--- src/rtl/divider_pkg.sv ---
// Shared types and constants for the sequential restoring divider.
package divider_pkg;

    localparam int unsigned DATA_LEN_DEF = 32;

    typedef enum logic [1:0] {
        IDLE   = 2'd0,
        CALC   = 2'd1,
        FINISH = 2'd2
    } state_t;

    // Counter must hold DATA_LEN itself, hence one bit beyond clog2.
    function automatic int unsigned cnt_width(input int unsigned data_len);
        return $clog2(data_len) + 1;
    endfunction

    localparam int unsigned CNT_W_DEF = $clog2(DATA_LEN_DEF) + 1;

endpackage

--- src/rtl/div_step.sv ---
// One restoring shift-subtract step: brings in the next dividend bit and
// subtracts the divisor when it fits, producing one quotient bit.
module div_step #(
    parameter int unsigned DATA_LEN = 32
) (
    input  logic [DATA_LEN-1:0] i_rem,
    input  logic                i_msb,
    input  logic [DATA_LEN-1:0] i_divisor,
    output logic [DATA_LEN-1:0] o_rem,
    output logic                o_qbit
);

    logic [DATA_LEN:0] w_shifted;
    logic [DATA_LEN:0] w_divisor_ext;

    // Full-width shift keeps the remainder MSB, so large divisors never overflow.
    assign w_shifted     = {i_rem, i_msb};
    assign w_divisor_ext = {1'b0, i_divisor};

    always_comb begin
        o_qbit = (w_shifted >= w_divisor_ext);
        o_rem  = o_qbit ? DATA_LEN'(w_shifted - w_divisor_ext)
                        : DATA_LEN'(w_shifted);
    end

endmodule

--- src/rtl/seq_int_divider.sv ---
// Iterative unsigned divider: one quotient bit per clock, registered
// quotient and a single-cycle done pulse on completion.
module seq_int_divider
    import divider_pkg::*;
#(
    parameter int unsigned DATA_LEN = DATA_LEN_DEF
) (
    input  logic                clk,
    input  logic                reset,
    input  logic                start,
    input  logic [DATA_LEN-1:0] in1,
    input  logic [DATA_LEN-1:0] in2,
    output logic [DATA_LEN-1:0] out,
    output logic                done,
    output logic                busy
);

    localparam int unsigned CNT_W = cnt_width(DATA_LEN);

    state_t              r_state;
    state_t              w_state_next;

    logic [DATA_LEN-1:0] r_dividend;
    logic [DATA_LEN-1:0] r_divisor;
    logic [DATA_LEN-1:0] r_rem;
    logic [DATA_LEN-1:0] r_quo;
    logic [CNT_W-1:0]    r_cnt;

    logic [DATA_LEN-1:0] w_dividend_d;
    logic [DATA_LEN-1:0] w_divisor_d;
    logic [DATA_LEN-1:0] w_rem_d;
    logic [DATA_LEN-1:0] w_quo_d;
    logic [CNT_W-1:0]    w_cnt_d;
    logic [DATA_LEN-1:0] w_out_d;
    logic                w_done_d;
    logic                w_busy_d;

    logic [DATA_LEN-1:0] w_step_rem;
    logic                w_step_qbit;

    div_step #(
        .DATA_LEN (DATA_LEN)
    ) u_div_step (
        .i_rem     (r_rem),
        .i_msb     (r_dividend[DATA_LEN-1]),
        .i_divisor (r_divisor),
        .o_rem     (w_step_rem),
        .o_qbit    (w_step_qbit)
    );

    always_ff @(posedge clk or posedge reset) begin
        if (reset) begin
            r_state <= IDLE;
        end else begin
            r_state <= w_state_next;
        end
    end

    always_comb begin
        w_state_next = r_state;
        case (r_state)
            IDLE:    if (start) w_state_next = CALC;
            CALC:    if (r_cnt == CNT_W'(1)) w_state_next = FINISH;
            FINISH:  w_state_next = IDLE;
            default: w_state_next = IDLE;
        endcase
    end

    always_comb begin
        w_dividend_d = r_dividend;
        w_divisor_d  = r_divisor;
        w_rem_d      = r_rem;
        w_quo_d      = r_quo;
        w_cnt_d      = r_cnt;
        w_out_d      = out;
        w_done_d     = 1'b0;
        w_busy_d     = busy;
        case (r_state)
            IDLE: begin
                if (start) begin
                    w_dividend_d = in1;
                    w_divisor_d  = in2;
                    w_rem_d      = '0;
                    w_quo_d      = '0;
                    w_cnt_d      = CNT_W'(DATA_LEN);
                    w_busy_d     = 1'b1;
                end
            end
            CALC: begin
                w_dividend_d = {r_dividend[DATA_LEN-2:0], 1'b0};
                w_rem_d      = w_step_rem;
                w_quo_d      = {r_quo[DATA_LEN-2:0], w_step_qbit};
                w_cnt_d      = r_cnt - CNT_W'(1);
            end
            FINISH: begin
                w_out_d  = r_quo;
                w_done_d = 1'b1;
                w_busy_d = 1'b0;
            end
            default: begin
                w_busy_d = 1'b0;
            end
        endcase
    end

    // Datapath and output registers; out only moves on FINISH or reset.
    always_ff @(posedge clk or posedge reset) begin
        if (reset) begin
            r_dividend <= '0;
            r_divisor  <= '0;
            r_rem      <= '0;
            r_quo      <= '0;
            r_cnt      <= '0;
            out        <= '0;
            done       <= 1'b0;
            busy       <= 1'b0;
        end else begin
            r_dividend <= w_dividend_d;
            r_divisor  <= w_divisor_d;
            r_rem      <= w_rem_d;
            r_quo      <= w_quo_d;
            r_cnt      <= w_cnt_d;
            out        <= w_out_d;
            done       <= w_done_d;
            busy       <= w_busy_d;
        end
    end

endmodule

--- config.mk ---
export PLATFORM = sky130hd
export DESIGN_NAME = seq_int_divider
export DESIGN_NICKNAME = d
export VERILOG_FILES = /design/src/rtl/divider_pkg.sv /design/src/rtl/div_step.sv /design/src/rtl/seq_int_divider.sv
export SDC_FILE = /design/constraint.sdc
export NUM_CORES = 1
export LEC_CHECK = 0
export CAP_MARGIN = 30
export CORE_MARGIN = 4
export CORE_UTILIZATION = 31
export CTS_BUF_LIST = sky130_fd_sc_hd__clkbuf_2
export CTS_CLUSTER_SIZE = 8
export DETAILED_ROUTE_END_ITERATION = 12
export SYNTH_ARGS = -nofsm -noshare
export SYNTH_HDL_FRONTEND = slang
export SYNTH_HIERARCHICAL = 1
export SYNTH_SLANG_ARGS = --single-unit
--- constraint.sdc ---
create_clock -name clk -period 11 [get_ports clk]
set_input_delay 3.3 -clock clk [delete_from_list [all_inputs] [get_ports clk]]
set_output_delay 3.3 -clock clk [all_outputs]
set_load 0.03 [all_outputs]
== Word level (Yosys, flattened, before mapping) ==
Cells that the tools add are included.
Cells by class
  add/sub/neg operators: 2
  $mul: 0
  divide/modulo/power cells: 0
  magnitude comparators: 1
  equal/unequal tests: 5
  shift-type cells: 0
  muxes and demuxes: 14
  bitwise operators: 1
  reduce and logical (&&, ||, !) cells: 6
Operator list (count)
  case mux 32 bit (2 select lines): 3
  2-to-1 mux 32 bit: 3
  greater-or-equal comparator 33 x 32 -> 1 bit: 1
  subtractor 32 bit: 1
  case mux 6 bit (2 select lines): 1
  AND reduction 2 bit: 4
  == test 6 x 1 -> 1 bit (second input constant): 1
  2-to-1 mux 6 bit: 1
  subtractor 6 x 1 -> 6 bit (second input constant): 1
  2-to-1 mux 2 bit: 2
  != test 2 bit (second input constant): 2
  case mux 2 bit (2 select lines): 1
  == test 2 x 1 -> 1 bit (second input constant): 1
  == test 2 bit (second input constant): 1
  logical NOT 2 bit: 1
  2-to-1 mux 1 bit: 2
  case mux 1 bit (2 select lines): 1
  nonzero test 2 bit: 1
  NOT 1 bit: 1
Word-level totals
  bits in registers: 170
  latch bits: 0
  RAM bits: 0
  ROM bits: 0
  input port bits: 67
  output and inout bits: 34
  word-level logic and storage cells: 38
  memories: 0

== Longest topological paths before layout ==
  depth in word-level cells: 3
  mapped depth: 15
  depth with buffers taken out: 12

== Modules after synthesis ==
The synthesis kept the hierarchy.
By module, submodules not included
  seq_int_divider: instances 1, cells an instance 563, area an instance 6720.2 sq um, seq. area each 4254.1 sq um
  div_step: instances 1, cells an instance 323, area an instance 2331.0 sq um, seq. area each 0.0 sq um

== Worst setup path after synthesis ==
No wires, ideal clock.
  path kind: input -> register
  start: input start
  end: register r_divisor[10]
  library setup time: 0.117 ns
  data arrival time: 4.007 ns
  data required time: 10.883 ns
  slack: 6.876 ns
  stages: 5
  buffers on the path: 2
  cells stage by stage: or3b_1 buf_6 buf_6 nand2_1 nand2_1
On the way
  longest elaborated chain between the ends: 1
Ends and longest elaborated chain
  from (decl): RTL line seq_int_divider.sv:10  | input logic start,
  AND reduction 2 bit (no line)
  to (signal assigned): RTL line seq_int_divider.sv:119  | r_divisor <= w_divisor_d;
  to (decl): RTL line seq_int_divider.sv:24  | logic [DATA_LEN-1:0] r_divisor;
No other way between the ends.
A chain may end at the register's enable or synchronous reset.

== Final worst setup path ==
  start: register out[28]
  end: output out[28]
RTL lines
  from (decl): RTL line seq_int_divider.sv:13  | output logic [DATA_LEN-1:0] out,
  from (signal assigned): RTL line seq_int_divider.sv:123  | out <= w_out_d;
No word-level cell between the ends.

==> metrics.md <==
| Metric | Value |
|---|---|
| Post-layout instance area | 0.01062 sq mm |
| # rows | 62 |
| IO Count | 101 |
| Worst EP arrival | 1.89 ns |
| WL final | 19,890 um |
| Fin nets | 1,062 |
| Worst Hold Class | register to register |
| Max Root-Sink Buffers | 2 |
| Port bufs | 100 |
| Crit Path Class | register to output pin |
| Met2 routed WL | 9153 um |
| Post-Layout Cell Count | 1,358 |
| DIE AREA | 0.03199 sq mm |
| Top Layer Used | met4 |
| Slowest stage delay, CP | 0.69 ns |
| First-pass GRT wire length | 33,230 um |
| DP Area | 0.01036 sq mm |
| DRC violation count after routing | 0 |
| Final setup violation count | 0 |
| Commonest non-fill, non-tap cell in the layout | dfrtp_1 |
| Power per standard cell area | 341.2 mW/mm^2 |
| Clk_lat worst skew | 0.75 ns |
| Hold WS | 0.5097 ns |
| Final worst-path cycle share | 47.14% |
| Clock group share of total power | 9.5% |
| Measured slew at the worst slew-check pin | 0.7420 ns |
| Grt ovf | 0 |
| Int Power | 2091 uW |
| CP bufs+invs | 1 |
| Status | finished, final reports clean |
| Final GP Congestion | 0.7947 |
| Critical Path End Type | output pin |
| Combinational share of power | 61.4% |
| Switching part of the total power | 42.31% |
| Vias in the first global route | 6,602 |
| Crit path cell chain | clkdlybuf4s50_1 |
| Wire per inst | 14.65 um |
| Cell Area, Synth | 0.009051 sq mm |
| Post-synth ARST share | 100.0% |
| Clock transition at path regs | 0.32 ns |
| Syn Nets | 988 |
| Post-layout util | 36.91% |
| Startpoint Class | register |
| Worst-path maximum fanout | 2 |
| Antenna violations before repair | 1 |
| Die span in y | 178.9 um |
| Avg Cell Area, Syn | 10.22 sq um |
| RSZ-0062 raised after global routing | no |
| Number of max-cap violations | 0 |
| Slowest-stage cell, CP | clkdlybuf4s50_1 |
| Fraction of layout cells with a size suffix above 1 | 12.44% |
| Syn Inst Count | 886 |
| YS warnings | 6 |
| Seq cells post-synth | 170 |
| Wl on met1 | 9862 um |
| EDFF count, synth | 0 |
| Clk_skew | 0.04882 ns |
| Inst Count DP | 1,325 |
| Pleak | 0.004959 uW |
| P_sw | 1534 uW |
| Iter 0 DRT Violations | 321 |
| Post-DRT Antenna Nets | 0 |
| Setup tns final | 0 ns |
| Total CTS buffers | 17 |
| Sequential share of power | 29.1% |
| Drt pass-1 iters | 4 |
| Worst path required time | 7.70 ns |
| Post-cts sizing count | 0 |
| H-Tree Depth | 4 |
| Slew headroom | 50.53% |
| Pin count of the biggest net entering global routing | 99 |
| Vias | 6,543 |
| Synth Flop Type | dfrtp_1 |
| Area Overhead vs Synth | 17.35% |
| Cell variety after synth | 65 |
| Drt via density | 4.818 |
| Cell family with most CP delay | buffers and inverters |
| Initial Utilization | 31.45% |
| Met3 WL | 717 um |
| Root Buffer | clkbuf_2 |
| Most frequent cells in the layout | 169 x dfrtp_1, 153 x nand2_1, 100 x clkdlybuf4s50_1 |
| Register area share after synthesis | 47.00% |
| Slew Limit Fails | 0 |
| Clock Sinks | 170 |
| Peak Freq | 192.9 MHz |
| Final hold viol count | 0 |
| Peak VDD IR | 0.1310 mV |
| Detailed Place HPWL | 13,720 um |
| Die span in x | 178.9 um |
| Core Box Area | 0.02878 sq mm |
| Final worst path period need | 5.185 ns |
| CTS Hold Bufs | 0 |
| Post-CTS Setup Bufs | 0 |
| CTS tree | yes |
| Number of fill cells | 2,894 |
| Overall Global Routing Usage | 12.73% |
synth_stat cells (3+ instances only):
cell / number / area (sq um)
dfrtp_1: 170 / 4254
nor3b_1: 3 / 22.52
a31oi_1: 5 / 31.28
xor2_1: 8 / 70.07
o21bai_1: 5 / 37.54
a21oi_1: 57 / 285.3
inv_1: 46 / 172.7
nand2b_1: 3 / 18.77
a21boi_0: 3 / 22.52
buf_4: 6 / 45.04
nand3_1: 8 / 40.04
o21a_1: 4 / 30.03
nand4_1: 10 / 62.56
buf_2: 24 / 120.1
buf_6: 5 / 56.30
nand2_1: 153 / 574.3
mux2_2: 52 / 585.6
and3b_1: 30 / 262.8
a21o_1: 9 / 67.56
o21ai_0: 38 / 190.2
o41ai_1: 3 / 26.28
a22o_1: 66 / 578.1
a211oi_1: 3 / 22.52
nor2b_1: 6 / 37.54
o211ai_1: 3 / 22.52
mux2_4: 9 / 135.1
xnor2_1: 18 / 157.7
and3_1: 3 / 18.77
nor3_1: 7 / 35.03
nor4_1: 3 / 18.77
mux2i_1: 5 / 50.05
o21ai_1: 9 / 45.04
clkbuf_1: 18 / 67.56
ha_1: 34 / 425.4
a31o_2: 3 / 26.28
nor2_1: 24 / 90.09
through the flow:
step                      total power, uW  setup slack (ns)
after floorplan                      2887             3.097
after global placement               3244             5.203
after detailed placement             3300             5.591
after CTS                            3663             5.695
after global routing                 3961             5.649
final                                3624             5.815
sequential cells by signal, indices dropped and copies added (netlist names):
| register | count |
|---|---|
| r_cnt | 6 |
| out | 32 |
| r_divisor | 32 |
| r_quo | 32 |
| busy | 1 |
| r_dividend | 32 |
| done | 1 |
| r_state | 2 |
| r_rem | 32 |
metal layers:
metal / vias to the layer above / global-route usage (%)
met4: 0 / 3.070
met3: 8 / 2.805
met2: 90 / 19.88
met1: 3180 / 18.05
met5: - / 0
li1: 3265 / -
final timing paths:
check	depth (start not counted)	startpoint	endpoint	slack, ns
max	1	out[28]$_DFFE_PP0P_	out[28]	5.81
min	1	r_cnt[5]$_DFFE_PP0P_	r_cnt[5]$_DFFE_PP0P_	0.51
max reg2reg	11	r_rem[9]$_DFFE_PP0P_	r_rem[13]$_DFFE_PP0P_	7.36
min reg2reg	1	r_cnt[5]$_DFFE_PP0P_	r_cnt[5]$_DFFE_PP0P_	0.51
max in group asynchronous	3	reset	r_state[0]$_DFFE_PP0P_	7.19
min in group asynchronous	2	reset	r_dividend[12]$_DFFE_PP0P_	2.76
worst register-to-register path: cells and delay by family (launching register included):
kind	cells	cell delay, ns
mux	1	0.45
compound gates	5	0.95
fa+ha+maj	1	0.42
flops	1	0.47
simple gates	3	0.76
buf+inv	1	0.52
layout make-up:
| type | instances | area [sq um] | area share (%) |
|---|---|---|---|
| antenna | 1 | 2.502 | 0.02356 |
| timing repair buffer | 111 | 1124 | 10.58 |
| multi-input combinational | 613 | 4318 | 40.65 |
| clock buffer | 17 | 85.08 | 0.8010 |
| tap | 384 | 480.5 | 4.524 |
| inverter | 47 | 181.4 | 1.708 |
| sequential | 170 | 4255 | 40.06 |
| clock inverter | 15 | 175.2 | 1.649 |
power by group through the flow:
stage                     sequential [uW]  combinational (uW)  clock, uW
after detailed placement             1070                2230          0
after CTS                            1060                2240        365
after global placement               1070                2180          0
after floorplan                      1050                1840          0
after global routing                 1090                2480        390
final                                1060                2220        344
kinds of logic (layout without fill, tap and decap cells):
| group | after synthesis | in the layout | share of synthesized area, % |
|---|---|---|---|
| AOI/OAI and AO/OA | 224 | 224 | 17.11 |
| xor gates and xnor gates | 26 | 26 | 2.516 |
| adders and majority gates | 35 | 35 | 4.921 |
| buffers and inverters | 103 | 190 | 5.474 |
| DFF | 170 | 170 | 47.00 |
| muxes | 66 | 66 | 8.515 |
| other | 0 | 1 | 0 |
| and+or+nand+nor | 262 | 262 | 14.46 |
Power figures use the tool's default switching activity.
==> patch 1: new RTL, same settings <==
The output `done` loses its register stage (`done` becomes a continuous assignment). Comments in the files are not updated.
--- a/src/rtl/seq_int_divider.sv
+++ b/src/rtl/seq_int_divider.sv
@@ -113,5 +113,4 @@
             r_cnt      <= '0;
             out        <= '0;
-            done       <= 1'b0;
             busy       <= 1'b0;
         end else begin
@@ -122,9 +121,10 @@
             r_cnt      <= w_cnt_d;
             out        <= w_out_d;
-            done       <= w_done_d;
             busy       <= w_busy_d;
         end
     end
 
+    assign done = w_done_d;
+
 endmodule
 
Function: same outputs for any inputs over 10 cycles, from zero or initial values and one cycle with reset high; that may be too few to reach the edited logic, so the function may still have changed.
==> patch 1 against the original RTL <==
- power rose by 0.64%
- worst setup slack got worse by 1.0 ns
- design area barely moved
- synthesized cell count fell by 0.11%
- hold slack got worse by 0.019 ns
- routed wire length fell by 0.19%
- synthesized area fell by 0.28%
- global-route usage rose by 0.12 points
- sequential share of layout area fell by 0.23 points
- sequential cell count fell by 1
==> patch 1: results (changes against the original RTL) <==
stage;metric;value;unit;change
run_status;status;completed;;unchanged
placed_design;RD Place Congestion;0.825;;was 0.795
clocking;clock-pin transition on the worst setup and hold timing paths;0.27;ns;was 0.32 ns
pwr;worst ir drop on vdd;134;uV;was 131 uV
clocking;TritonCTS Buffers;17;;unchanged
yosys;YS warnings;6;;unchanged
placed_design;Port Buf Inserts;100;;unchanged
yosys;synth top area cells;dfrtp_1 47%, mux2_2 6.5%, a22o_1 6.4%;;unchanged
global_route;GRT Overall Usage;12.9;%;was 12.7%
drt;Detailed Route Iter0 Violations;406;;was 321
clocking;Hold Buf Count CTS;0;;unchanged
clocking;clk_lat worst skew;0.75;ns;about the same
drt;drt pass-1 iters;5;;was 4
clocking;H-tree depth;4;;unchanged
worst_setup_path;critical path fanouts, max;68;;was 2
clocking;root buf cell;clkbuf_2;;unchanged
yosys;Mapped Nets;987;;was 988
yosys;register area share after synthesis;46.9;%;was 47.0%
clocking;Setup Buffers After CTS;0;;unchanged
timing;Worst Max-Slew Pin Slew;0.783;ns;was 0.742 ns
global_route;vias in the first global route;6666;;was 6602
worst_setup_path;critical path arrival;2.90;ns;was 1.89 ns
final_layout;fillers;2891;;was 2894
global_route;first-pass GRT wire length;33.6;mm;was 33.2 mm
final_layout;nets@finish;1060;;was 1062
yosys;post-synth cell types;65;;unchanged
timing;clk_skew;0.0409;ns;was 0.0488 ns
clocking;CTS Buffer Depth;2;;unchanged
worst_setup_path;Crit-path slowest cell;clkdlybuf4s50_1;;unchanged
yosys;top cells by count, synth;169 x dfrtp_1, 153 x nand2_1, 66 x a22o_1;;was 170 x dfrtp_1, 153 x nand2_1, 66 x a22o_1
clocking;post-cts gate resize count;0;;unchanged
global_route;initial antenna violation count;1;;unchanged
yosys;Post-synth ARST share;100;%;unchanged
drt;final WL;19.9;mm;about the same
placed_design;placed cell count;1323;;was 1325
pwr;Leak;4.96;nW;about the same
placed_design;hpwl dp;13.6;mm;was 13.7 mm
yosys;Post-synth top flop;dfrtp_1;;unchanged
worst_setup_path;Largest stage delay, worst path;0.60;ns;was 0.69 ns
worst_hold_path;HP Class;flip-flop to flip-flop;;unchanged
final_layout;fraction of layout cells with a size suffix above 1;12.5;%;was 12.4%
global_route;largest net degree at the start of global routing;90;;was 99
yosys;Post-Syn Area per Cell;10.2;sq um;about the same
drt;WL per Instance;14.6;microns;about the same
drt;DR vias;6592;;was 6543
## patch 1: path summary, 6_finish.rpt
check	startpoint	to	slack, ns	cells after the start
worst max-delay path	r_state[0]	done	4.80	5
min in group asynchronous	reset	r_dividend[7]	3.02	2
worst min register to register	r_cnt[5]	r_cnt[5]	0.49	1
worst min-delay path	r_cnt[5]	r_cnt[5]	0.49	1
worst max register to register	r_rem[10]	r_rem[18]	7.30	11
max in group asynchronous	reset	r_cnt[3]	6.70	4
## patch 1: stage by stage
stage                     hold WS [ns]  total power, mW  setup WS, ns  instance area (sq um)
after detailed placement         0.463             3.28          5.36                  10300
after CTS                        0.497             3.68          4.64                  10600
after global placement           0.459             3.23          5.39                  10300
after floorplan                  0.444             2.88          3.12                   9030
final                            0.490             3.65          4.80                  10600
after global routing             0.533             3.99          4.51                  10600
## patch 1: area by class of cell
class	count	area (sq um)	share of cell area, %
well taps	384	480	4.52
inverters	47	181	1.71
clock inverters	15	225	2.12
diodes	1	2.50	0.0236
multi-input cells	613	4320	40.7
flip-flops and latches	169	4230	39.8
clock buffers	17	85.1	0.801
repair buffers	110	1100	10.3
## patch 1: power by group
part / switching [mW] / leakage, nW / internal [mW]
combinational: 1.09 / 2.62 / 1.12
clock: 0.264 / 0.174 / 0.125
sequential: 0.169 / 2.16 / 0.882
total: 1.52 / 4.96 / 2.13
## patch 1: cell families after synthesis
| family | share of synthesized area (%) |
|---|---|
| AO/OA/AOI/OAI | 17.2 |
| XOR/XNOR | 2.52 |
| adder cells (fa/ha/maj) | 4.93 |
| buffers and inverters | 5.49 |
| flip-flops | 46.9 |
| multiplexers | 8.54 |
| AND/OR/NAND/NOR | 14.5 |
## patch 1: critical path: cells and delay by family, from the launching register on
family / cells / cell delay (ns)
buffers and inverters: 4 / 1.55
DFF: 1 / 0.40
and+or+nand+nor: 1 / 0.19
## patch 1: metal layers
| metal | share of wire, % | wire length, microns | vias up | GRT usage (%) |
|---|---|---|---|---|
| met5 | 0 | 0 | - | 0 |
| met4 | 0.86 | 170 | 0 | 3.10 |
| met3 | 3.4 | 675 | 9 | 2.86 |
| met2 | 46 | 9110 | 108 | 20.2 |
| met1 | 50 | 9900 | 3214 | 18.1 |
| li1 | - | - | 3261 | - |
==> patch 2: new RTL, config.mk and constraints unchanged <==
Without the edit above. `DATA_LEN_DEF`: 32 -> 64.
--- a/src/rtl/divider_pkg.sv
+++ b/src/rtl/divider_pkg.sv
@@ -2,5 +2,5 @@
 package divider_pkg;
 
-    localparam int unsigned DATA_LEN_DEF = 32;
+    localparam int unsigned DATA_LEN_DEF = 64;
 
     typedef enum logic [1:0] {
Interface: changed (resized in1, in2 and out); port bits go from 101 to 197. No check against the original RTL was run, so the function may have changed too.
==> patch 2 against the original RTL <==
- die area increased by 92%
- design area grew 100%
- routed wire length is 130% higher
- register-to-register slack worse by 0.82 ns
- synthesized cell count rose by 130%
- worst setup slack got worse by 0.33 ns
- power is 110% higher
- final cell count up 120%
- sequential power grew 98%
- critical endpoint is now busy
- core utilization is 0.51 points higher
- combinational power rose by 100%
- critical path depth grew 4
- synthesized area increased by 97%
- sequential cell count rose by 161
==> patch 2: results (changes against the original RTL) <==
stage;metric;value;unit;change
run_status;status;completed;;unchanged
final_layout;Non-Clock Buffer Count;210;;was 111
yosys;Post-Syn Area per Cell;8.90;sq um;was 10.2 sq um
yosys;register area share after synthesis;46.4;%;was 47.0%
pwr;worst ir drop on vdd;168;uV;was 131 uV
placed_design;Post-Place Worst Slack;4.50;ns;was 5.59 ns
worst_setup_path;Crit-path slowest cell;or3b_4;;was clkdlybuf4s50_1
final_layout;Clock buf/inv share;3.96;%;was 2.45%
pwr;sequential power share;27.8;%;was 29.1%
worst_setup_path;FF-to-FF setup slack;6.54;ns;was 7.36 ns
final_layout;fillers;5789;;was 2894
placed_design;placed cell count;2852;;was 1325
global_route;largest net degree at the start of global routing;182;;was 99
clocking;CTS Buffer Depth;3;;was 2
final_layout;Multi-input gate area;0.00868;sq mm;was 0.00432 sq mm
drt;WL per Instance;15.4;microns;was 14.6 microns
timing;clk_skew;0.122;ns;was 0.0488 ns
drt;drt pass-1 iters;5;;was 4
die;n_taps;756;;was 384
worst_setup_path;critical path arrival;6.30;ns;was 1.89 ns
final_layout;P&R area growth vs syn;18.9;%;was 17.3%
timing;Fmax;0.181;GHz;was 0.193 GHz
final_layout;clk_buf instances;120;;was 17
global_route;GR Util met2;23.9;%;was 19.9%
placed_design;Port Buf Inserts;196;;was 100
timing;WHS;0.402;ns;was 0.510 ns
yosys;top cells by count, synth;648 x nand2_1, 331 x dfrtp_1, 145 x nand3_1;;was 170 x dfrtp_1, 153 x nand2_1, 66 x a22o_1
global_route;first-pass GRT wire length;76.2;mm;was 33.2 mm
yosys;Mapped Nets;2203;;was 988
worst_setup_path;critical path fanouts, max;71;;was 2
final_layout;fraction of layout cells with a size suffix above 1;10.7;%;was 12.4%
drt;Top Metal Used;met5;;was met4
drt;wire length on met2;21.4;mm;was 9.15 mm
final_layout;Final non-clock buffer share;10.0;%;was 10.6%
drt;met3 WL;3.04;mm;was 717 microns
final_layout;Seq Cell Count;331;;was 170
timing;Slew headroom;34.1;%;was 50.5%
worst_setup_path;Largest stage delay, worst path;0.78;ns;was 0.69 ns
yosys;Synth Area in Adders;4.74;%;was 4.92%
final_layout;ant diodes;3;;was 1
global_route;vias in the first global route;15056;;was 6602
yosys;Post-Synth XOR/XNOR Area;2.90;%;was 2.52%
final_layout;Multi-input comb cells;1466;;was 613
global_route;GRT Overall Usage;14.9;%;was 12.7%
pwr;switching portion of total power;47.0;%;was 42.3%
[patch 2: changes by cell type in the layout (fill, tap and decap cells not counted), sizes merged, moves of 65 or more]
cell and delta:
clkbuf +103, nand3 +137, nand2 +495, a22o -65
dfrtp +161, clkdlybuf4s50 +96
[patch 2: worst paths after layout]
path / start / cells after the start / end
worst min-delay path: r_quo[60] / 2 / r_quo[61]
min in group asynchronous: reset / 3 / r_dividend[42]
worst max register to register: r_rem[3] / 14 / r_rem[29]
worst max-delay path: start / 5 / busy
worst min register to register: r_quo[60] / 2 / r_quo[61]
max in group asynchronous: reset / 4 / r_quo[5]
[patch 2: cells by family after synthesis]
family / count (synthesis)
AO/OA/AOI/OAI: 305
buffers and inverters: 208
AND/OR/NAND/NOR: 905
adder cells (fa/ha/maj): 67
multiplexers: 130
XOR/XNOR: 59
flip-flops: 331
[patch 2: worst max-delay path, delay by kind of cell]
| family | cells | cell delay (ns) |
|---|---|---|
| compound gates | 1 | 0.21 |
| buf+inv | 3 | 1.91 |
| simple gates | 1 | 0.78 |
